### config.mk
export PLATFORM = sky130hd
export DESIGN_NAME = ofmap_drain
export DESIGN_NICKNAME = d
export VERILOG_FILES = /design/src/rtl/coproc_pkg.sv /design/src/rtl/ofmap_drain_fifo2.sv /design/src/rtl/ofmap_drain.sv
export SDC_FILE = /design/constraint.sdc
export NUM_CORES = 1
export LEC_CHECK = 0
export ABC_CLOCK_PERIOD_IN_PS = 4130
export BUFFER_PORTS_ARGS = -buffer_cell sky130_fd_sc_hd__clkbuf_2
export CELL_PAD_IN_SITES_DETAIL_PLACEMENT = 2
export CELL_PAD_IN_SITES_GLOBAL_PLACEMENT = 2
export CORE_AREA = 2 2 102 104
export CTS_BUF_LIST = sky130_fd_sc_hd__clkbuf_4
export CTS_CLUSTER_DIAMETER = 80
export DETAILED_ROUTE_END_ITERATION = 12
export DIE_AREA = 0 0 104 106
export GPL_TIMING_DRIVEN = 0
export PLACE_DENSITY_LB_ADDON = 0.1
export SYNTH_ARGS = -nofsm -noshare
export SYNTH_HDL_FRONTEND = slang
export SYNTH_SLANG_ARGS = --single-unit
### constraint.sdc
create_clock -name clock -period 4.13 [get_ports clock]
set_input_delay 0 -clock clock [delete_from_list [all_inputs] [get_ports clock]]
set_output_delay 0 -clock clock [all_outputs]
set_load 0.01 [all_outputs]
### src/rtl/coproc_pkg.sv
// Shared coprocessor definitions: default datapath/address widths (also used by
// subblockSRAM and cpState) and the ofmap drain state encoding.
package coproc_pkg;

    localparam int DEF_DATA_W = 8;
    localparam int DEF_BLK_W  = 5;
    localparam int DEF_OFM_W  = 5;
    localparam int DEF_PIX_W  = 6;

    // Drain sequencer states
    typedef enum logic [1:0] {
        DR_IDLE  = 2'd0,
        DR_READ  = 2'd1,
        DR_FLUSH = 2'd2,
        DR_DONE  = 2'd3
    } drain_state_e;

endpackage

### src/rtl/ofmap_drain_fifo2.sv
// Two-entry FIFO between the SRAM read port and the output stream.
// The head entry is always visible on o_head; pop and push may happen in the
// same cycle even when full, since the caller only pushes into freed space.
module drain_fifo2 #(
    parameter int W = 9
) (
    input  logic         clock,
    input  logic         reset,
    input  logic         i_push,
    input  logic [W-1:0] i_data,
    input  logic         i_pop,
    input  logic         i_flush,
    output logic [W-1:0] o_head,
    output logic [1:0]   o_count
);

    logic [W-1:0] r_mem0;
    logic [W-1:0] r_mem1;
    logic         r_rdPtr;
    logic         r_wrPtr;
    logic [1:0]   r_count;
    logic         w_pop;
    logic         w_push;

    assign w_pop   = i_pop && (r_count != 2'd0);
    assign w_push  = i_push && ((r_count != 2'd2) || w_pop);
    assign o_head  = r_rdPtr ? r_mem1 : r_mem0;
    assign o_count = r_count;

    // Pointer and occupancy tracking; flush empties the FIFO without touching storage
    always_ff @(posedge clock) begin
        if (reset || i_flush) begin
            r_rdPtr <= 1'b0;
            r_wrPtr <= 1'b0;
            r_count <= 2'd0;
        end else begin
            if (w_push) r_wrPtr <= ~r_wrPtr;
            if (w_pop)  r_rdPtr <= ~r_rdPtr;
            r_count <= r_count + {1'b0, w_push} - {1'b0, w_pop};
        end
    end

    // Storage; cleared on reset so the stream data output reads zero afterwards
    always_ff @(posedge clock) begin
        if (reset) begin
            r_mem0 <= '0;
            r_mem1 <= '0;
        end else if (w_push && !i_flush) begin
            if (r_wrPtr) r_mem1 <= i_data;
            else         r_mem0 <= i_data;
        end
    end

endmodule

### src/rtl/ofmap_drain.sv
// Ofmap drain: walks every accumulated pixel in block/ofmap/X/Y order while the
// controller sits in OUTPUT, reads each from the subblock SRAM and streams the
// bytes out over valid/ready, then pulses cumulationDone.
module ofmap_drain
    import coproc_pkg::*;
#(
    parameter int DATA_W = DEF_DATA_W,
    parameter int BLK_W  = DEF_BLK_W,
    parameter int OFM_W  = DEF_OFM_W,
    parameter int PIX_W  = DEF_PIX_W
) (
    input  logic              clock,
    input  logic              reset,
    input  logic              sendOutput,
    input  logic [BLK_W-1:0]  cfgBlocks,
    input  logic [OFM_W-1:0]  cfgOfmaps,
    input  logic [PIX_W-1:0]  cfgX,
    input  logic [PIX_W-1:0]  cfgY,
    output logic              sramCS,
    output logic              sramRD,
    output logic              sramWE,
    output logic [BLK_W-1:0]  sramBlock,
    output logic [OFM_W-1:0]  sramOfmap,
    output logic [PIX_W-1:0]  sramX,
    output logic [PIX_W-1:0]  sramY,
    input  logic [DATA_W-1:0] sramData,
    output logic [DATA_W-1:0] outData,
    output logic              outValid,
    input  logic              outReady,
    output logic              outLast,
    output logic              cumulationDone
);

    drain_state_e      r_state;
    drain_state_e      w_nextState;

    logic              r_sendPrev;
    logic              w_start;

    logic [BLK_W-1:0]  r_cfgBlk;
    logic [OFM_W-1:0]  r_cfgOfm;
    logic [PIX_W-1:0]  r_cfgX;
    logic [PIX_W-1:0]  r_cfgY;

    logic [BLK_W-1:0]  r_blk;
    logic [OFM_W-1:0]  r_ofm;
    logic [PIX_W-1:0]  r_x;
    logic [PIX_W-1:0]  r_y;
    logic              w_lastAddr;

    logic              r_inFlight;
    logic              r_inFlightLast;

    logic [DATA_W:0]   w_head;
    logic [1:0]        w_fifoCount;
    logic [2:0]        w_occ;
    logic              w_flush;

    logic              w_active;
    logic              w_valid;
    logic              w_pop;
    logic              w_issue;
    logic              w_done;

    assign w_start    = sendOutput && !r_sendPrev;
    assign w_lastAddr = (r_blk == r_cfgBlk) && (r_ofm == r_cfgOfm) &&
                        (r_x == r_cfgX) && (r_y == r_cfgY);
    // Elements already committed to the stream: buffered plus the read in flight
    assign w_occ      = {1'b0, w_fifoCount} + {2'b00, r_inFlight};
    // Anything left over from an aborted drain is dropped while idle
    assign w_flush    = (r_state == DR_IDLE);

    // Registered copy of sendOutput for edge detection; tracks the input even
    // during reset so an edge that lands in reset is swallowed
    always_ff @(posedge clock) begin
        r_sendPrev <= sendOutput;
    end

    // State register
    always_ff @(posedge clock) begin
        if (reset) r_state <= DR_IDLE;
        else       r_state <= w_nextState;
    end

    // Next-state logic; dropping sendOutput mid-drain aborts straight to IDLE
    always_comb begin
        w_nextState = r_state;
        case (r_state)
            DR_IDLE: begin
                if (w_start) w_nextState = DR_READ;
            end
            DR_READ: begin
                if (!sendOutput)                w_nextState = DR_IDLE;
                else if (w_issue && w_lastAddr) w_nextState = DR_FLUSH;
            end
            DR_FLUSH: begin
                if (!sendOutput)                w_nextState = DR_IDLE;
                else if (w_pop && w_head[DATA_W]) w_nextState = DR_DONE;
            end
            DR_DONE: begin
                w_nextState = DR_IDLE;
            end
            default: w_nextState = DR_IDLE;
        endcase
    end

    // Output decode. A read may issue whenever the FIFO is guaranteed a slot for
    // its data, counting the slot freed by a pop this same cycle so that a
    // continuously ready sink sees one element per cycle.
    always_comb begin
        w_active = (r_state == DR_READ) || (r_state == DR_FLUSH);
        w_valid  = w_active && (w_fifoCount != 2'd0);
        w_pop    = w_valid && outReady;
        w_issue  = (r_state == DR_READ) &&
                   ((w_occ < 3'd2) || ((w_occ == 3'd2) && w_pop));
        w_done   = (r_state == DR_DONE);
    end

    // Drain geometry is frozen at the start edge so cfg may change mid-drain
    always_ff @(posedge clock) begin
        if (reset) begin
            r_cfgBlk <= '0;
            r_cfgOfm <= '0;
            r_cfgX   <= '0;
            r_cfgY   <= '0;
        end else if ((r_state == DR_IDLE) && w_start) begin
            r_cfgBlk <= cfgBlocks;
            r_cfgOfm <= cfgOfmaps;
            r_cfgX   <= cfgX;
            r_cfgY   <= cfgY;
        end
    end

    // Cascaded address counters: Y fastest, carrying into X, ofmap, then block
    always_ff @(posedge clock) begin
        if (reset || ((r_state == DR_IDLE) && w_start)) begin
            r_blk <= '0;
            r_ofm <= '0;
            r_x   <= '0;
            r_y   <= '0;
        end else if (w_issue) begin
            if (r_y == r_cfgY) begin
                r_y <= '0;
                if (r_x == r_cfgX) begin
                    r_x <= '0;
                    if (r_ofm == r_cfgOfm) begin
                        r_ofm <= '0;
                        if (r_blk != r_cfgBlk) r_blk <= r_blk + 1'b1;
                    end else begin
                        r_ofm <= r_ofm + 1'b1;
                    end
                end else begin
                    r_x <= r_x + 1'b1;
                end
            end else begin
                r_y <= r_y + 1'b1;
            end
        end
    end

    // One-deep read pipeline: the issued read returns data next cycle, carrying
    // the last-element tag alongside it; an aborting cycle's read is discarded
    always_ff @(posedge clock) begin
        if (reset) begin
            r_inFlight     <= 1'b0;
            r_inFlightLast <= 1'b0;
        end else begin
            r_inFlight     <= w_issue && sendOutput;
            r_inFlightLast <= w_issue && w_lastAddr;
        end
    end

    drain_fifo2 #(
        .W (DATA_W + 1)
    ) u_fifo (
        .clock   (clock),
        .reset   (reset),
        .i_push  (r_inFlight),
        .i_data  ({r_inFlightLast, sramData}),
        .i_pop   (w_pop),
        .i_flush (w_flush),
        .o_head  (w_head),
        .o_count (w_fifoCount)
    );

    assign sramCS         = w_issue;
    assign sramRD         = w_issue;
    assign sramWE         = 1'b0;
    assign sramBlock      = r_blk;
    assign sramOfmap      = r_ofm;
    assign sramX          = r_x;
    assign sramY          = r_y;
    assign outData        = w_head[DATA_W-1:0];
    assign outValid       = w_valid;
    assign outLast        = w_valid && w_head[DATA_W];
    assign cumulationDone = w_done;

endmodule

Word-level counts from Yosys, hierarchy flattened
Index checks and enable logic that the tools add are counted.
Cells by class
  add/subtract/negate cells: 7
  magnitude comparators: 1
  equality and inequality tests: 13
  multiplexer cells: 10
  bitwise gates (word level): 2
  reduce and logical (&&, ||, !) cells: 31
Operators by type and width (number)
  $logic_and 1x1->1: 16
  $add 6x1->6 const B: 2
  $eq 6x6->1: 2
  $mux 6: 2
  $add 5x1->5 const B: 2
  $eq 5x5->1: 2
  $mux 2: 5
  $mux 9: 1
  $pmux 2 s4: 1
  $ne 3x3->1 const B: 2
  $reduce_and 2->1: 3
  $reduce_and 3->1: 2
  $logic_or 1x1->1: 5
  $mux 5: 1
  $ne 5x5->1: 1
  $reduce_and 5->1: 1
  $eq 2x2->1 const B: 2
  $ne 2x2->1 const B: 2
  $add 2x1->3: 1
  $eq 3x2->1 const B: 1
  $lt 3x2->1 const B: 1
  $add 2x1->2: 1
  $eq 2x1->1 const B: 1
  $logic_not 1->1: 2
  4 further kinds: 5
Word-level totals
  bits in registers: 71
  input bits: 34
  output and inout port bits: 36
  logic and storage cells: 81

Logic depth before layout (Yosys ltp)
  depth in word-level cells: 11
  depth in mapped cells: 10
  mapped depth without buffers: 9

By module
A second synthesis with hierarchy kept.
Unflattened totals
  cell total of the unflattened synthesis: 410
  area total of the unflattened synthesis: 3592.2 µm²
Modules (own cells, without submodules)
  ofmap_drain: times used 1, cells an instance 308, area each 2518.7 µm², sequential area each 980.9 µm²
  drain_fifo2: times used 1, cells an instance 102, area each 1073.5 µm², sequential area each 440.4 µm²

Worst setup path before layout
OpenSTA, ideal clock, no wires.
  path kind: register -> register
  start: register u_fifo.r_count[0], in the netlist u_fifo.o_count[0]
  end: register r_blk[2], in the netlist sramBlock[2]
  library setup time: 0.072 ns
  arrival: 2.224 ns
  required time: 4.058 ns
  slack: 1.835 ns
  cell stages (with the launch flop): 11
  path buffers: 1
  period minus slack after synthesis: 2.295 ns
  path through: dfxtp_1 ha_1 inv_1 ha_1 and4bb_1 a22oi_2 clkinv_1 and4b_1 clkbuf_1 nand4_1 mux2i_1
On the way
  cells in the longest elaborated chain, start to end: 7
  elaborated cells between the ends (all ways): 10
  those cells by class: add/sub (1); order compare (1); eq/ne (1); reduce/logical (7)
Ends and longest elaborated chain
  from (decl): line ofmap_drain_fifo2.sv:21  | logic [1:0] r_count;
  from (signal assigned): line ofmap_drain_fifo2.sv:39  | r_count <= r_count + {1'b0, w_push} - {1'b0, w_pop};
  branches (longest 4 deep; another with $add 2x1->3)
  $logic_or 1x1->1 (*): line ofmap_drain.sv:115  | ((w_occ < 3'd2) || ((w_occ == 3'd2) && w_pop));
  $logic_and 1x1->1 (*): line ofmap_drain.sv:114  | w_issue = (r_state == DR_READ) &&
  net sramCS: line ofmap_drain.sv:19  | output logic sramCS,
  $reduce_and 5->1 (no line) (*)
  to (signal assigned): line ofmap_drain.sv:148  | if (r_blk != r_cfgBlk) r_blk <= r_blk + 1'b1;
  to (decl): line ofmap_drain.sv:45  | logic [BLK_W-1:0] r_blk;
Mark *: on every way through the listed nets, which the timed path passes.
A chain may end at the register's enable or synchronous reset.

Worst setup path in the final report
  start: register u_fifo.r_count[0], in the netlist u_fifo.o_count[0]
  end: register r_blk[1], in the netlist sramBlock[1]
On the way
  cells in the longest elaborated chain, start to end: 7
  elaborated cells between the ends (all ways): 10
  those cells by class: add/sub (1); order compare (1); eq/ne (1); reduce/logical (7)
Ends and longest elaborated chain (line)
  branches (longest 4 deep; another with $add 2x1->3)
  $logic_or 1x1->1 (*): ofmap_drain.sv:115
  $logic_and 1x1->1 (*): ofmap_drain.sv:114
  $reduce_and 5->1 (no line) (*)
Mark *: on every way between the ends.

==> metrics.md <==
| Metric | Value |
|---|---|
| Rows | `37` |
| Top FF cell, synth | `dfxtp_1` |
| Wire per inst | `17.50 µm` |
| Clock Sinks | `71` |
| Sequential area share after synthesis | `41.10%` |
| Crit-path max FO | `10` |
| Post-synth top area share | `41.10%` |
| Largest net degree at the start of global routing | `12` |
| Worst-skew pair later-pin latency | `0.45 ns` |
| Worst Setup SP | `u_fifo.o_count[0]` |
| Reg clk slew, reported paths | `0.12 ns` |
| Placed Instances | `605` |
| Leading area contributor after synthesis | `dfxtp_1` |
| Vias | `3322` |
| Maximum clock rate | `348.0 MHz` |
| Tcrit/Tclk final | `69.58%` |
| Hold Buf Count CTS | `32` |
| Most frequent cell after synthesis | `dfxtp_1` |
| Worst hold margin | `0.07284 ns` |
| Die height | `106 µm` |
| Yosys warning count | `0` |
| Gr usage total | `21.95%` |
| Arrival @ worst endpoint | `3.24 ns` |
| Relative slew slack | `54.27%` |
| Final wirelength | `11.43 mm` |
| Share of cells above drive strength 1 | `19.57%` |
| Vias in the first global route | `3713` |
| Peak supply drop | `164.5 µV` |
| Synth Register Bits | `71` |
| Avg Cell Area, Syn | `8.624 µm²` |
| Endpoints failing hold | `0` |
| CP Launch Type | `flip-flop` |
| CTS resizes | `0` |
| PD cells | `379.5 mW/mm²` |
| Final setup vio count | `0` |
| Post-synth ARST share | `0%` |
| Critical Path End | `sramBlock[1]` |
| Reg2reg end | `sramBlock[1]` |
| Area contributors post-synth | `dfxtp_1, nand2_1, mux2i_1` |
| DRC | `0` |
| Hold Path Class | `input pin to flip-flop` |
| Syn_nets | `448` |
| Clock root cell | `clkbuf_4` |
| 1st-pass router iterations | `4` |
| Clock buffer depth | `2` |
| Final-stage net count | `559` |
| Worst clock skew | `0.02237 ns` |
| Initial antenna violation count | `1` |
| Number of setup buffers added after CTS | `0` |
| Worst setup path class | `flip-flop to flip-flop` |
| PortBufs | `68` |
| Synth-to-layout area growth | `27.71%` |
| Die X | `104 µm` |
| Minimum clock period | `2.874 ns` |
| Run status | `complete, no violations` |
| Final non-filler cell total | `653` |
| CTS tree | `done` |
| Worst Tran Pin Value | `0.6797 ns` |
| Crit end category | `flip-flop` |
| Netlist cell types | `44` |
| Req. time, crit path | `4.50 ns` |
| RSZ-0062 raised after global routing | `false` |
| Total of max-cap violations | `0` |
| Initial DRC Count | `72` |
| Post-DRT Antenna Nets | `0` |
| Vias per cell | `5.087` |
| Setup TNS | `0 ns` |
| DPL Wire Length | `7.828 mm` |
| H-tree Lvls | `3` |
| Clock buffer count from CTS | `9` |
| Post-synth EDFFs | `0` |
| GR Overflow Total | `0` |
| Core box area | `0.01000 mm²` |
| Final Wtd Congestion | `0.7594` |
| Leakage | `0.001951 µW` |
| Synth cell count leaders | `dfxtp_1, nand2_1, a21oi_1, nor2_1, mux2i_1` |
| Initial Utilization | `34.58%` |
| Slew Viols, Final | `0` |
| R2r startpoint | `u_fifo.o_count[0]` |
| First-pass GRT wire length | `18.89 mm` |
| Reg2Reg Depth | `10` |
| R2r setup slk | `1.26 ns` |
| Die area | `0.01102 mm²` |
| IO Pins | `70` |
| Gate Count Post-Synth | `401` |
| Synthesized cell area | `0.003458 mm²` |
| Final core utilization | `44.17%` |
==> worst max-delay path, stage by stage, from the launching register on <==
cell      delay, ns
dfxtp_1        0.43
ha_1           0.20
inv_1          0.05
ha_1           0.26
and4bb_1       0.20
a22oi_2        0.36
clkinv_1       0.38
nand4b_1       0.34
buf_2          0.30
o31ai_1        0.13
a21oi_1        0.14
==> cell families (layout without fill, tap and decap cells) <==
group           after synthesis  in the layout  share of synthesized area [%]
xor+xnor                     32             32                          8.104
simple gates                159            159                          22.79
other cells                   1              2                         0.1084
compound gates               59             59                          9.660
fa+ha+maj                    13             13                          4.703
mux                          31             31                          9.262
flops                        71             71                          41.10
buf+inv                      35            150                          4.269
==> state kept, by name, summed over array words and instances, names as in the netlist, 5 cells and up <==
signal / flops
r_cfgX: 6
r_cfgY: 6
sramOfmap: 5
r_cfgBlk: 5
sramX: 6
u_fifo.r_mem1: 9
sramY: 6
sramBlock: 5
u_fifo.r_mem0: 9
r_cfgOfm: 5
==> cells in the final DEF (no fill, tap or decap), types with 13 or more instances in the layout <==
cell / netlist / final
clkbuf_1: 17 / 17
nor2_1: 32 / 32
dlygate4sd3_1: 0 / 32
xor2_1: 19 / 19
a21oi_1: 41 / 41
clkbuf_2: 0 / 68
ha_1: 13 / 13
xnor2_1: 13 / 13
mux2i_1: 23 / 23
nand2_1: 62 / 62
dfxtp_1: 71 / 71
==> final cells by class <==
| class | count | area, µm² |
|---|---|---|
| Timing Repair Buffer | 100 | 660.6 |
| Multi-Input combinational cell | 295 | 1889 |
| Inverter | 11 | 41.29 |
| Clock buffer | 10 | 75.07 |
| Fill cell | 1169 | 5583 |
| Buffer | 24 | 106.4 |
| Tap cell | 136 | 170.2 |
| Antenna cell | 1 | 2.502 |
| Clock inverter | 5 | 50.05 |
| Sequential cell | 71 | 1421 |
==> stage by stage <==
stage	worst slack, ns	area [µm²]	power, µW
floorplan	1.835	3458	1063
global placement	1.383	3969	1202
detailed placement	1.288	3969	1222
CTS	1.244	4414	1691
global route	1.043	4417	1783
finish	1.256	4417	1676
==> power by group <==
part	switching [µW]	internal (µW)	total, µW
sequential	38.6	724	762
clock	258	184	442
combinational	301	171	472
==> worst min path at each step <==
stage | start | to | slack, ns | depth (start not counted)
after floorplan | sendOutput | r_sendPrev | 0.03 | 0
after global placement | sendOutput | r_sendPrev | 0.12 | 1
after detailed placement | sendOutput | r_sendPrev | 0.12 | 1
after CTS | outReady | u_fifo.r_rdPtr | 0.05 | 4
after global routing | outReady | u_fifo.r_rdPtr | 0.13 | 4
final | outReady | u_fifo.r_rdPtr | 0.07 | 4
==> layer usage <==
metal  vias up  part of all wire (%)  global-route usage, %
li1       1608                     -                      -
met1      1639                    43                  25.11
met2        58                    52                  40.41
met5         -                     0                      0
met3        17                   3.0                  3.924
met4         0                   2.2                  8.784
No activity file was read; power rests on OpenSTA's default activity.
